[src/rtl/tinker_pkg.sv]
// Shared definitions for the Tinker boot loader: load origin, memory size,
// image size bound and the loader state encoding.
// No logic; imported by the loader top and its byte packer.
package tinker_pkg;

    // Byte address of the first loaded word; equals the processor reset PC.
    localparam logic [63:0] LOAD_BASE = 64'h2000;

    // Main memory size in bytes.
    localparam logic [63:0] MEM_BYTES = 64'd524288;

    // Largest image, in 32-bit words, that fits between LOAD_BASE and the
    // top of memory (129024 at the defaults).
    localparam logic [31:0] MAX_WORDS = 32'((MEM_BYTES - LOAD_BASE) / 64'd4);

    typedef enum logic [2:0] {
        BOOT  = 3'd0,
        HDR   = 3'd1,
        DATA  = 3'd2,
        WRITE = 3'd3,
        CSUM  = 3'd4,
        DONE  = 3'd5,
        ERROR = 3'd6
    } loader_state_e;

endpackage

[src/rtl/loader_byte_packer.sv]
// Packs a byte stream into little-endian 32-bit words (first byte -> [7:0]).
// Latency: word_dat/word_done are combinational on the 4th accepted byte.
// Backpressure: none internally; the caller only strobes byte_vld on accepted bytes.
// Ports: clock/rst, byte_vld + byte_dat in, word_dat (assembled word) and
//        word_done (4th byte of a word is being accepted this cycle) out.
module loader_byte_packer (
    input  logic        clock,
    input  logic        rst,
    input  logic        byte_vld,
    input  logic [7:0]  byte_dat,
    output logic [31:0] word_dat,
    output logic        word_done
);

    // Only the three older bytes need storage; the newest byte is taken
    // straight from the input when the word completes.
    logic [23:0] word_q, word_d;
    logic [1:0]  cnt_q, cnt_d;

    // New bytes enter at the top and shift down, so after four bytes the
    // first one sits in [7:0].
    assign word_dat  = {byte_dat, word_q};
    assign word_done = byte_vld && (cnt_q == 2'd3);

    always_comb begin
        word_d = word_q;
        cnt_d  = cnt_q;
        if (byte_vld) begin
            word_d = word_dat[31:8];
            cnt_d  = cnt_q + 2'd1;   // wraps to 0 after a full word
        end
    end

    always_ff @(posedge clock or negedge rst) begin
        if (!rst) begin
            word_q <= '0;
            cnt_q  <= '0;
        end else begin
            word_q <= word_d;
            cnt_q  <= cnt_d;
        end
    end

endmodule

[src/rtl/tinker_program_loader.sv]
// Boot loader: byte stream (count, payload, XOR checksum) -> word writes at LOAD_BASE; holds CPU until verified.
// Latency: one WRITE cycle minimum per word after its 4th byte; done/error one cycle after the checksum byte.
// Backpressure: in_ready low while a write waits on wr_ready; wr_en/addr/data held until accepted.
// Ports: clock, rst (async active-low); in_valid/in_data/in_ready stream; wr_en/wr_addr/wr_data/wr_ready
//        memory write; cpu_hold, done, error status; words_loaded progress count.
module tinker_program_loader
    import tinker_pkg::*;
(
    input  logic        clock,
    input  logic        rst,
    input  logic        in_valid,
    input  logic [7:0]  in_data,
    output logic        in_ready,
    output logic        wr_en,
    output logic [63:0] wr_addr,
    output logic [31:0] wr_data,
    input  logic        wr_ready,
    output logic        cpu_hold,
    output logic        done,
    output logic        error,
    output logic [31:0] words_loaded
);

    loader_state_e state_q, state_d;
    logic [31:0]   n_q, n_d;
    logic [7:0]    csum_q, csum_d;
    logic          wr_en_q, wr_en_d;
    logic [63:0]   wr_addr_q, wr_addr_d;
    logic [31:0]   wr_data_q, wr_data_d;
    logic [31:0]   words_q, words_d;

    logic          byte_acc;
    logic          pack_vld;
    logic [31:0]   pack_word;
    logic          pack_done;

    // Ready depends only on the registered state, never on in_valid.
    assign in_ready = (state_q == HDR) || (state_q == DATA) || (state_q == CSUM);
    assign byte_acc = in_valid && in_ready;

    // Header and payload share one packer: both are whole words, so its
    // byte counter is naturally aligned when the header finishes.
    assign pack_vld = byte_acc && ((state_q == HDR) || (state_q == DATA));

    loader_byte_packer u_packer (
        .clock     (clock),
        .rst       (rst),
        .byte_vld  (pack_vld),
        .byte_dat  (in_data),
        .word_dat  (pack_word),
        .word_done (pack_done)
    );

    always_comb begin
        state_d   = state_q;
        n_d       = n_q;
        csum_d    = csum_q;
        wr_en_d   = wr_en_q;
        wr_addr_d = wr_addr_q;
        wr_data_d = wr_data_q;
        words_d   = words_q;
        cpu_hold  = 1'b1;
        done      = 1'b0;
        error     = 1'b0;

        case (state_q)
            BOOT: state_d = HDR;

            HDR: begin
                if (pack_done) begin
                    n_d = pack_word;
                    if (pack_word > MAX_WORDS) begin
                        state_d = ERROR;
                    end else if (pack_word == 32'd0) begin
                        state_d = CSUM;
                    end else begin
                        state_d = DATA;
                    end
                end
            end

            DATA: begin
                if (byte_acc) begin
                    csum_d = csum_q ^ in_data;
                end
                if (pack_done) begin
                    // Register the write so it stays stable through stalls.
                    wr_en_d   = 1'b1;
                    wr_addr_d = LOAD_BASE + {30'd0, words_q, 2'b00};
                    wr_data_d = pack_word;
                    state_d   = WRITE;
                end
            end

            WRITE: begin
                if (wr_ready) begin
                    wr_en_d = 1'b0;
                    words_d = words_q + 32'd1;
                    state_d = ((words_q + 32'd1) == n_q) ? CSUM : DATA;
                end
            end

            CSUM: begin
                if (byte_acc) begin
                    state_d = (in_data == csum_q) ? DONE : ERROR;
                end
            end

            DONE: begin
                cpu_hold = 1'b0;
                done     = 1'b1;
            end

            ERROR: error = 1'b1;

            default: state_d = ERROR;
        endcase
    end

    always_ff @(posedge clock or negedge rst) begin
        if (!rst) begin
            state_q   <= BOOT;
            n_q       <= '0;
            csum_q    <= '0;
            wr_en_q   <= 1'b0;
            wr_addr_q <= '0;
            wr_data_q <= '0;
            words_q   <= '0;
        end else begin
            state_q   <= state_d;
            n_q       <= n_d;
            csum_q    <= csum_d;
            wr_en_q   <= wr_en_d;
            wr_addr_q <= wr_addr_d;
            wr_data_q <= wr_data_d;
            words_q   <= words_d;
        end
    end

    assign wr_en        = wr_en_q;
    assign wr_addr      = wr_addr_q;
    assign wr_data      = wr_data_q;
    assign words_loaded = words_q;

endmodule

[config.mk]
export PLATFORM = sky130hd
export DESIGN_NAME = tinker_program_loader
export DESIGN_NICKNAME = d
export VERILOG_FILES = /design/src/rtl/tinker_pkg.sv /design/src/rtl/loader_byte_packer.sv /design/src/rtl/tinker_program_loader.sv
export SDC_FILE = /design/constraint.sdc
export NUM_CORES = 1
export LEC_CHECK = 0
export CAP_MARGIN = 20
export CORE_MARGIN = 3
export CORE_UTILIZATION = 45
export CTS_CLUSTER_SIZE = 10
export DETAILED_ROUTE_END_ITERATION = 12
export GPL_ROUTABILITY_DRIVEN = 0
export PLACE_DENSITY = 0.73
export SLEW_MARGIN = 25
export SYNTH_ARGS = -nofsm -noshare
export SYNTH_HDL_FRONTEND = slang
export SYNTH_SLANG_ARGS = --single-unit
[constraint.sdc]
create_clock -name clock -period 7.63 [get_ports clock]
set_input_delay 2.289 -clock clock [delete_from_list [all_inputs] [get_ports clock]]
set_output_delay 2.289 -clock clock [all_outputs]
set_load 0.01 [all_outputs]
==> run_results.csv <==
group,metric,value,unit
final_layout,syn2layout_area_growth,19.3,%
pwr,p_leak,4.28,nW
pwr,irDropWorstVdd,0.000263,V
timing,tightestPinTransition,972,ps
final_layout,final_cell_mix,"dfrtp_1, clkdlybuf4s50_1, mux2_2, nand2_1, xnor2_1",
global_route,grt_pass1_wl,32400,um
critical_path,arrival,2100,ps
drt,detail_route.vias_per_cell,5.64,
final_layout,final_common_cell,"dfrtp_1",
timing,finClkSkew,7.66,ps
clock_network,cts_tree,"done",
yosys,avgSynthCellArea,11.1,um2
yosys,yosysSeqAreaShare,0.488,
global_route,grt_max_degree,116,
critical_path,critPathMaxFanout,10,
placement,dp_hpwl,14300,um
worst_hold_path,hp-class,"reg -> reg",
floorplanning,die_area,0.0207,mm2
clock_network,cts.sinks,167,
clock_network,holdBufCountCts,0,
drt,routed_wl,20500,um
clock_network,clockBufferDepth,2,
critical_path,critPathKind,"reg -> out",
timing,fin_crit_sh,0.575,
timing,fin_tns_setup,0,ps
yosys,synthesis.area,0.00857,mm2
floorplanning,die_h,144,um
run_status,status,"finished, final reports clean",
critical_path,startpoint_type,"register",
timing,setup_viol,0,
floorplanning,pin_count,145,
placement,place_ws,3090,ps
global_route,overflow,0,
clock_network,htree_levels,4,
critical_path,max_stage_delay,540,ps
global_route,gr-usage-all-layers,0.202,
timing,min_period,4380,ps
final_layout,final_layout_size_suffix_gt1_frac,0.183,
drt,first_pass_iters,6,
timing,maxClockFrequency,228,MHz
final_layout,layout.cells.non_filler,1099,
clock_network,worstSkewPairLatency,440,ps
run,cap_violations,0,
floorplanning,core_area,0.0183,mm2
clock_network,cts_made_buffers,17,
drt,vias,6194,
yosys,syn_inst,773,
timing,drv_slew,0,
global_route,grt_pass1_vias,5825,
floorplanning,start_util,0.467,
drt,ant_nets,0,
clock_network,post_cts_resized,0,
drt,wl_per_cell,18.6,um
yosys,yosysWarningCount,0,
floorplanning,rows,49,
yosys,async_flop_share,1.00,
critical_path,end_kind,"primary output",
timing,rsz0062_at_grt,"no",
final_layout,nets,873,
timing,relSlewSlack,0.346,
drt,initialDrtViolationCount,581,
yosys,synth_cell_types,66,
worst_hold_path,holdPathStages,2,
pwr,power.density,341,mW/mm2
critical_path,slowest_stage,"clkdlybuf4s50_1",
yosys,ys_seq_elements,167,
critical_path,crit_family,"buffers and inverters",
clock_network,clkTransAtPathRegs,70,ps
timing,worst_slack,3250,ps
placement,dp_cells,1067,
critical_path,r2r_cells,8,
yosys,synth_edf_count,0,
yosys,ys_dominant_reg_cell,"dfrtp_1",
critical_path,worstPathRequired,5340,ps
clock_network,cts_setup_buffers,0,
critical_path,path_cells,"inv_1, nor2_1, o31a_1, clkdlybuf4s50_1",
clock_network,cts_root_buffer,"clkbuf_16",
drt,drc,0,
critical_path,cp_num_cells,4,
floorplanning,die_w,144,um
global_route,antenna_found_initial,0,
timing,final_hold_viol_count,0,
placement,port_buffers,113,
final_layout,antenna_cells,0,
critical_path,crit_buf_inv,2,
[worst register-to-register path, stage by stage, from the launching register on]
cell     delay, ps
dfrtp_1        580
ha_1           520
nand4_1        150
nor4_1         720
nand2_1        150
xnor2_1        170
or4_1          570
nor4_2         430
o31ai_1        130
[cells by family after synthesis]
family,count (synthesis),share of synthesized area
buffers and inverters,94,0.0662
other,1,0.000438
XOR/XNOR,100,0.102
AND/OR/NAND/NOR,226,0.145
adder cells (fa/ha/maj),4,0.00584
multiplexers,98,0.129
flip-flops,167,0.488
AO/OA/AOI/OAI,83,0.0637
[sequential cells by signal (all words and copies together), names as in the netlist]
register and cells:
wr_data 32, wr_addr 33, u_packer.word_q 24, u_packer.cnt_q 2, wr_en 1, words_loaded 32
csum_q 8, n_q 32, state_q 3
[cell type report]
cell class                      instances  area, um2
Clock buffer                           20        437
Clock inverter                         12        169
Fill cell                            1583       8110
Inverter                               12       45.0
Multi-Input combinational cell        542       3950
Sequential cell                       167       4180
Tap cell                              229        287
Timing Repair Buffer                  117       1160
[path summary, 6_finish.rpt]
| path | start | to | slack [ps] |
|---|---|---|---|
| max | state_q[1] | in_ready | 3250 |
| min | wr_addr[13] | wr_addr[13] | 480 |
| max reg2reg | words_loaded[11] | state_q[1] | 4090 |
| min reg2reg | wr_addr[13] | wr_addr[13] | 480 |
| max in group asynchronous | rst | wr_addr[24] | 4470 |
| min in group asynchronous | rst | wr_addr[6] | 1970 |
[per-stage QoR]
stage               hold WS (ps)  cell area [um2]  utilization  total power [mW]
floorplan                    453             8680            -              2.14
global placement             456             9620        0.525              2.57
detailed placement           473             9620        0.525              2.60
CTS                          487            10200        0.558              3.51
global route                 505            10200        0.558              3.68
finish                       480            10200        0.558              3.49
[cells in the mapped netlist, drive strengths merged (12+ instances only)]
master  count  area (um2)
dfrtp     167        4180
nor4       18         119
buf        58         422
nand4      23         178
o21ai      37         189
inv        12        45.0
nor3       24         130
clkbuf     24         100
nor2       21        78.8
xor2       37         324
xnor2      63         552
nand2      66         248
mux2       98        1100
nand3      28         155
[metal layers]
| layer | vias to the layer above | GRT usage | wire, um |
|---|---|---|---|
| li1 | 2840 | - | - |
| met1 | 3024 | 0.291 | 9370 |
| met2 | 279 | 0.292 | 8990 |
| met3 | 51 | 0.0493 | 1520 |
| met4 | 0 | 0.0837 | 614 |
| met5 | - | 0 | 0 |
[power by group]
group | switching (mW) | internal, mW
logic | 0.481 | 0.634
registers | 0.303 | 1.18
clock network | 0.373 | 0.521
Note: power is estimated with default switching activity, not from simulation.
